File: config.mk
export PLATFORM = sky130hd
export DESIGN_NAME = fpt_multichannel_frontend
export DESIGN_NICKNAME = d
export VERILOG_FILES = /design/src/rtl/fpt_pkg.sv /design/src/rtl/fpt_rr_arbiter.sv /design/src/rtl/fpt_multichannel_frontend.sv
export SDC_FILE = /design/constraint.sdc
export NUM_CORES = 1
export LEC_CHECK = 0
export CAP_MARGIN = 20
export CORE_UTILIZATION = 39
export CTS_BUF_LIST = sky130_fd_sc_hd__clkbuf_4 sky130_fd_sc_hd__clkbuf_8 sky130_fd_sc_hd__clkbuf_16
export CTS_CLUSTER_DIAMETER = 100
export DETAILED_ROUTE_END_ITERATION = 16
export PLACE_DENSITY = 0.64
export REMOVE_ABC_BUFFERS = 1
export SKIP_CTS_REPAIR_TIMING = 1
export SYNTH_ARGS = -nofsm -noshare
export SYNTH_HDL_FRONTEND = slang
export SYNTH_SLANG_ARGS = --single-unit
File: constraint.sdc
create_clock -name clk_100mhz -period 4.3 [get_ports clk_100mhz]
set_clock_uncertainty 0.2 [all_clocks]
set_input_delay 0.43 -clock clk_100mhz [delete_from_list [all_inputs] [get_ports clk_100mhz]]
set_output_delay 0.43 -clock clk_100mhz [all_outputs]
set_load 0.01 [all_outputs]
File: src/rtl/fpt_pkg.sv
// Shared constants and helpers for the multichannel FPT frontend.
// Attention-level encodings and the channel-tag width function.
package fpt_pkg;

  localparam logic [1:0] ATTN_IDLE = 2'd0;
  localparam logic [1:0] ATTN_LOW  = 2'd1;
  localparam logic [1:0] ATTN_MED  = 2'd2;
  localparam logic [1:0] ATTN_HIGH = 2'd3;

  localparam int FPT_DATA_W = 16;

  // Reference layout of one holding entry at the default sample width.
  typedef struct packed {
    logic [FPT_DATA_W-1:0] sensor;
    logic [FPT_DATA_W-1:0] motor;
  } fpt_hold_t;

  function automatic int fpt_ch_width(input int n);
    return (n < 2) ? 1 : $clog2(n);
  endfunction

endpackage

File: src/rtl/fpt_rr_arbiter.sv
// Round-robin pick of the lowest requesting index at or above rr_ptr, wrapping.
// Purely combinational; zero latency, no backpressure of its own.
module fpt_rr_arbiter #(
  parameter int NUM_CH = 4,
  parameter int CH_W   = 2
) (
  input  logic [NUM_CH-1:0] req,
  input  logic [CH_W-1:0]   rr_ptr,
  output logic [NUM_CH-1:0] grant,
  output logic [CH_W-1:0]   grant_idx,
  output logic              grant_any
);

  logic [NUM_CH-1:0] hi;
  logic              found;

  // Scan the upper window first, then fall back to the full vector for the wrap.
  always_comb begin
    grant     = '0;
    grant_idx = '0;
    grant_any = |req;
    found     = 1'b0;
    for (int i = 0; i < NUM_CH; i++) begin
      hi[i] = req[i] && (CH_W'(i) >= rr_ptr);
    end
    for (int i = 0; i < NUM_CH; i++) begin
      if (!found && hi[i]) begin
        found        = 1'b1;
        grant[i]     = 1'b1;
        grant_idx    = CH_W'(i);
      end
    end
    for (int i = 0; i < NUM_CH; i++) begin
      if (!found && req[i]) begin
        found        = 1'b1;
        grant[i]     = 1'b1;
        grant_idx    = CH_W'(i);
      end
    end
  end

endmodule

File: src/rtl/fpt_multichannel_frontend.sv
// Multichannel capture, round-robin request port, tagged response demux, veto timers, LEDs.
// Sample to core_req_valid is one cycle min; core_req_* holds while ready=0, newest sample overwrites pending.
module fpt_multichannel_frontend
  import fpt_pkg::*;
#(
  parameter int NUM_CH    = 4,
  parameter int DATA_W    = 16,
  parameter int VETO_HOLD = 1024,
  parameter int HB_W      = 24,
  localparam int CH_W     = fpt_ch_width(NUM_CH)
) (
  input  logic                     clk_100mhz,
  input  logic                     rst,
  input  logic [NUM_CH*DATA_W-1:0] sensor_scrape,
  input  logic [NUM_CH-1:0]        sensor_valid,
  input  logic [NUM_CH*DATA_W-1:0] motor_command,
  output logic                     core_req_valid,
  input  logic                     core_req_ready,
  output logic [DATA_W-1:0]        core_req_sensor,
  output logic [DATA_W-1:0]        core_req_motor,
  output logic [CH_W-1:0]          core_req_ch,
  input  logic                     core_rsp_valid,
  input  logic [CH_W-1:0]          core_rsp_ch,
  input  logic [DATA_W-1:0]        core_rsp_correction,
  input  logic                     core_rsp_veto,
  input  logic [1:0]               core_rsp_attention,
  output logic [NUM_CH*DATA_W-1:0] motor_correction,
  output logic [NUM_CH-1:0]        correction_valid,
  output logic [NUM_CH-1:0]        veto_out,
  output logic [2*NUM_CH-1:0]      attention_level,
  output logic [NUM_CH-1:0]        overflow_sticky,
  output logic                     led_red,
  output logic                     led_green
);

  localparam int CNT_W = $clog2(VETO_HOLD + 1);

  typedef struct packed {
    logic [DATA_W-1:0] sensor;
    logic [DATA_W-1:0] motor;
  } entry_t;

  entry_t            hold [NUM_CH];
  logic [CNT_W-1:0]  cnt [NUM_CH];
  logic [CNT_W-1:0]  cnt_nxt [NUM_CH];
  logic [NUM_CH-1:0] pend;
  logic [NUM_CH-1:0] rsp_hit;
  logic [NUM_CH-1:0] veto_now;
  logic [NUM_CH-1:0] cap;
  logic [NUM_CH-1:0] veto_nxt;
  logic [NUM_CH-1:0] arb_req;
  logic [NUM_CH-1:0] gnt;
  logic [CH_W-1:0]   gnt_idx;
  logic [CH_W-1:0]   rr_ptr;
  logic              gnt_any;
  logic              req_load;
  logic [HB_W-1:0]   hb_cnt;

  // Tags outside 0..NUM_CH-1 match no channel and are therefore ignored.
  always_comb begin
    for (int i = 0; i < NUM_CH; i++) begin
      rsp_hit[i]  = core_rsp_valid && (core_rsp_ch == CH_W'(i));
      veto_now[i] = rsp_hit[i] && core_rsp_veto;
      cap[i]      = sensor_valid[i] && !veto_out[i] && !veto_now[i];
    end
  end

  always_comb begin
    for (int i = 0; i < NUM_CH; i++) begin
      veto_nxt[i] = veto_out[i];
      cnt_nxt[i]  = cnt[i];
      if (veto_now[i]) begin
        veto_nxt[i] = 1'b1;
        cnt_nxt[i]  = CNT_W'(VETO_HOLD);
      end else if (veto_out[i]) begin
        cnt_nxt[i] = cnt[i] - CNT_W'(1);
        if (cnt[i] == CNT_W'(1)) begin
          veto_nxt[i] = 1'b0;
        end
      end
    end
  end

  // A channel being flushed by a veto this cycle must not win arbitration.
  assign arb_req  = pend & ~veto_now;
  assign req_load = !core_req_valid || core_req_ready;

  fpt_rr_arbiter #(
    .NUM_CH (NUM_CH),
    .CH_W   (CH_W)
  ) u_arb (
    .req       (arb_req),
    .rr_ptr    (rr_ptr),
    .grant     (gnt),
    .grant_idx (gnt_idx),
    .grant_any (gnt_any)
  );

  always_ff @(posedge clk_100mhz) begin
    if (rst) begin
      pend             <= '0;
      overflow_sticky  <= '0;
      rr_ptr           <= '0;
      core_req_valid   <= 1'b0;
      core_req_sensor  <= '0;
      core_req_motor   <= '0;
      core_req_ch      <= '0;
      motor_correction <= '0;
      correction_valid <= '0;
      attention_level  <= {NUM_CH{ATTN_IDLE}};
      veto_out         <= '0;
      led_red          <= 1'b0;
      led_green        <= 1'b0;
      hb_cnt           <= '0;
      for (int i = 0; i < NUM_CH; i++) begin
        hold[i] <= '0;
        cnt[i]  <= '0;
      end
    end else begin
      for (int i = 0; i < NUM_CH; i++) begin
        if (cap[i]) begin
          hold[i].sensor <= sensor_scrape[i*DATA_W +: DATA_W];
          hold[i].motor  <= motor_command[i*DATA_W +: DATA_W];
        end
        if (cap[i] && pend[i] && !(req_load && gnt[i])) begin
          overflow_sticky[i] <= 1'b1;
        end
        if (veto_now[i]) begin
          pend[i] <= 1'b0;
        end else if (cap[i]) begin
          pend[i] <= 1'b1;
        end else if (req_load && gnt[i]) begin
          pend[i] <= 1'b0;
        end
        if (rsp_hit[i]) begin
          motor_correction[i*DATA_W +: DATA_W] <= core_rsp_correction;
          attention_level[i*2 +: 2]            <= core_rsp_attention;
        end
        cnt[i] <= cnt_nxt[i];
      end
      correction_valid <= rsp_hit;
      veto_out         <= veto_nxt;

      // The granted entry leaves with its old contents; a same-cycle capture refills it.
      if (req_load) begin
        core_req_valid <= gnt_any;
        if (gnt_any) begin
          core_req_sensor <= hold[gnt_idx].sensor;
          core_req_motor  <= hold[gnt_idx].motor;
          core_req_ch     <= gnt_idx;
          rr_ptr          <= (gnt_idx == CH_W'(NUM_CH - 1)) ? '0 : gnt_idx + CH_W'(1);
        end
      end

      led_red <= |veto_nxt;
      if (|veto_nxt) begin
        hb_cnt    <= '0;
        led_green <= 1'b0;
      end else begin
        hb_cnt <= hb_cnt + HB_W'(1);
        if (&hb_cnt) begin
          led_green <= !led_green;
        end
      end
    end
  end

endmodule

==> run metrics <==
Post-Route WL 36.9 mm; clk buf depth 3; placed inst area approximately 0.017 mm²; hpwl dp around 24 mm; Worst R2R Path Depth 8; die height roughly 190 µm; Syn. warnings 0; power per cell area ~430 mW/mm²; input/output buffers around 280; CTS tree yes; CTS H-Tree Depth 2; post-route ant nets 0; First-pass DRT Iterations 5; post-synthesis sequential area ratio 0.580; Reg2Reg Setup Slack between 1 and 1.5 ns; design area between 0.015 and 0.02 mm²; Yosys reg bits approximately 320; switch share 0.250; Worst Setup Start Kind input pin; CTS buffer count 36; WHS Path Cells 2; grt ovf 0; Distinct cells, synth 66; total die area ~0.035 mm²; cell area after synthesis between 0.01 and 0.015 mm²; crit end category flip-flop; first-pass GRT wire length between 50 and 60 mm; Initial Util 0.397; CTS sink count 323; Max VDD drop 0.000276 V; setup TNS 0 ns; min-delay src motor_correction[55]$_SDFFE_PP0N_; clock slew at reported path FFs approximately 0.060 ns; syn_area_per_cell ~10 µm²; Final Cycle Share 0.753; DR WL met3 around 2.3 mm; RePlAce Congestion a little under 0.9; # DRC 0; Worst R2R Start cnt[3][1]$_SDFFE_PP0P_; metal1 wirelength about 16 mm; Area Overhead vs Synth 33.4%; Via-to-Cell Ratio just over 5; max_slew headroom 0.353; worst flop-to-flop path endpoint hb_cnt[8]$_SDFF_PP0_; max cap viols 0; Hold Path Class flip-flop to flip-flop; Critical Path AT between 3 and 4 ns; IO Count 278; DR WL/cell about 18 µm; crit path time final ~3.2 ns; die width approximately 190 µm; hold path endpoint motor_correction[55]$_SDFFE_PP0N_; worst setup path category input pin to flip-flop; Post-synth EDFFs approximately 130; DR vias between 10000 and 15000; nets@finish ~1700; required time of the critical path 4.53 ns; Final Setup Violations 0; initial antenna violation count 5; LEAKAGE ~0.0065 µW; P_int 5720 µW; DR WL met2 between 15 and 20 mm; row cnt 67; combinational share of power 0.134; GR Util All Layers 0.209; Post-synth top flop dfxtp_1; Final Hold Viols 0; Worst-Skew Late Latency approximately 0.54 ns; layout cell share with drive strength beyond 1 0.0704; critical path fanouts, max 18; largest net degree at the start of global routing 93; async set or reset register ratio after synthesis 0; Clk pwr share 0.405; Initial DRC Count 670; status finished, final reports clean; RSZ-0062 raised after global routing no; transition time of the tightest slew-check pin between 0.9 and 1 ns; sequential share of power 0.460; Root Driver clkbuf_16; top sig layer met5; fmax between 0.3 and 0.4 GHz; Sw Pwr ~1900 µW; vias in the first global route ~10000; Synth Instances 1319; Core ar. 0.0336 mm²; Max Slew Vio Count 0
## cells by family after synthesis
| group | share of synthesized area |
|---|---|
| AND/OR/NAND/NOR | 0.209 |
| flip-flops | 0.580 |
| AO/OA/AOI/OAI | 0.112 |
| buffers and inverters | 0.0319 |
| XOR/XNOR | 0.0335 |
| multiplexers | 0.0247 |
| adder cells (fa/ha/maj) | 0.00844 |
## Yosys cell counts, drive strengths merged, types with 2 or more instances
master,number,area share
a211oi,5,0.0028
a21o,34,0.019
a21oi,104,0.039
a22o,2,0.0013
a22oi,2,0.0011
a32oi,2,0.0013
and2,133,0.062
and3,7,0.0033
and4,2,0.0013
and4b,2,0.0015
buf,9,0.0059
clkbuf,67,0.020
dfxtp,195,0.29
edfxtp,128,0.29
ha,9,0.0084
inv,17,0.0048
mux2i,33,0.025
nand2,219,0.062
nand2b,6,0.0028
nand3,47,0.018
nand4,8,0.0042
nand4b,2,0.0013
nor2,84,0.024
nor2b,5,0.0023
nor3,13,0.0053
nor3b,2,0.0011
nor4,9,0.0047
nor4b,3,0.0020
o211ai,31,0.017
o21ai,43,0.016
o22ai,4,0.0019
o311a,2,0.0015
o311ai,2,0.0013
o41ai,3,0.0025
or2,3,0.0014
or3,8,0.0039
or4,5,0.0034
or4b,2,0.0015
xnor2,24,0.016
xor2,27,0.018
## metrics by stage
step	cells	total power, µW	setup slack (ns)	hold WS, ns	utilization
after global placement	1987	4580	0.685	0.241	0.492
after CTS	2054	7700	1.11	0.242	0.529
after detailed placement	1988	4600	0.565	0.246	0.492
after global routing	2057	7930	0.844	0.257	0.529
after floorplan	1242	4020	-0.588	0.230	-
final	2057	7630	1.06	0.252	0.529
## area by class of cell
type | instances | area, µm²
timing repair buffer | 298 | 2950
clock buffer | 58 | 1140
antenna | 3 | 7.51
sequential | 323 | 7750
tap | 448 | 561
fill | 2991 | 15800
multi-input combinational | 902 | 5240
clock inverter | 8 | 97.6
inverter | 17 | 63.8
## placed cells by master (no fill, tap or decap), types with 5 or more instances in the layout
master | synthesis | routed
xor2_1 | 27 | 27
nand2_1 | 219 | 218
and3_1 | 7 | 7
nor3_1 | 12 | 12
dfxtp_1 | 195 | 195
a21o_1 | 34 | 34
edfxtp_1 | 128 | 128
nor2_1 | 84 | 80
clkdlybuf4s50_1 | 0 | 276
clkbuf_4 | 0 | 12
a21oi_1 | 104 | 104
nor4_1 | 8 | 8
buf_4 | 3 | 19
ha_1 | 9 | 9
a211oi_1 | 5 | 5
nand4_1 | 7 | 7
inv_1 | 17 | 17
or3_1 | 6 | 6
o211ai_1 | 31 | 31
nand2b_1 | 6 | 6
clkbuf_8 | 2 | 9
mux2i_1 | 33 | 33
nand3_1 | 47 | 47
clkbuf_16 | 0 | 37
and2_1 | 133 | 133
o21ai_0 | 43 | 40
nor2b_1 | 5 | 5
xnor2_1 | 24 | 24
## power groups by stage
stage               logic [µW]  registers (µW)  clock network (µW)
CTS                       1030            3510                3160
global placement          1010            3570                   0
finish                    1030            3510                3100
detailed placement        1030            3570                   0
global route              1110            3530                3290
floorplan                  444            3580                   0
## worst max-delay path by stage
stage                        start                                to  slack [ns]  cells past startpoint
floorplan           core_rsp_ch[0]  core_req_sensor[15]$_SDFFE_PP0P_       -0.59                      6
global placement    core_rsp_ch[0]  core_req_sensor[15]$_SDFFE_PP0P_        0.68                      7
detailed placement  core_rsp_ch[0]  core_req_sensor[15]$_SDFFE_PP0P_        0.57                      7
CTS                 core_rsp_ch[0]  core_req_sensor[15]$_SDFFE_PP0P_        1.11                      7
global route        core_rsp_ch[0]  core_req_sensor[15]$_SDFFE_PP0P_        0.84                      7
finish              core_rsp_ch[0]  core_req_sensor[15]$_SDFFE_PP0P_        1.06                      7
## state kept, by name, summed over array words and instances (netlist names), 8 cells and up
signal,count
attention_level,8
hold,128
core_req_sensor,16
hb_cnt,24
motor_correction,64
cnt,44
core_req_motor,16
## metal layers
layer / up-vias / track usage
met5: - / 0
met4: 4 / 0.0933
met3: 76 / 0.0415
li1: 5086 / -
met1: 4938 / 0.267
met2: 365 / 0.342
## critical path, stage by stage
cell and delay [ns]:
clkdlybuf4s50_1 0.62, nand4bb_1 0.63, and3_1 0.41, a22oi_2 0.22, nand2_2 0.43, or4_1 0.62, o211ai_1 0.11
(Power assumes the default switching activity.)
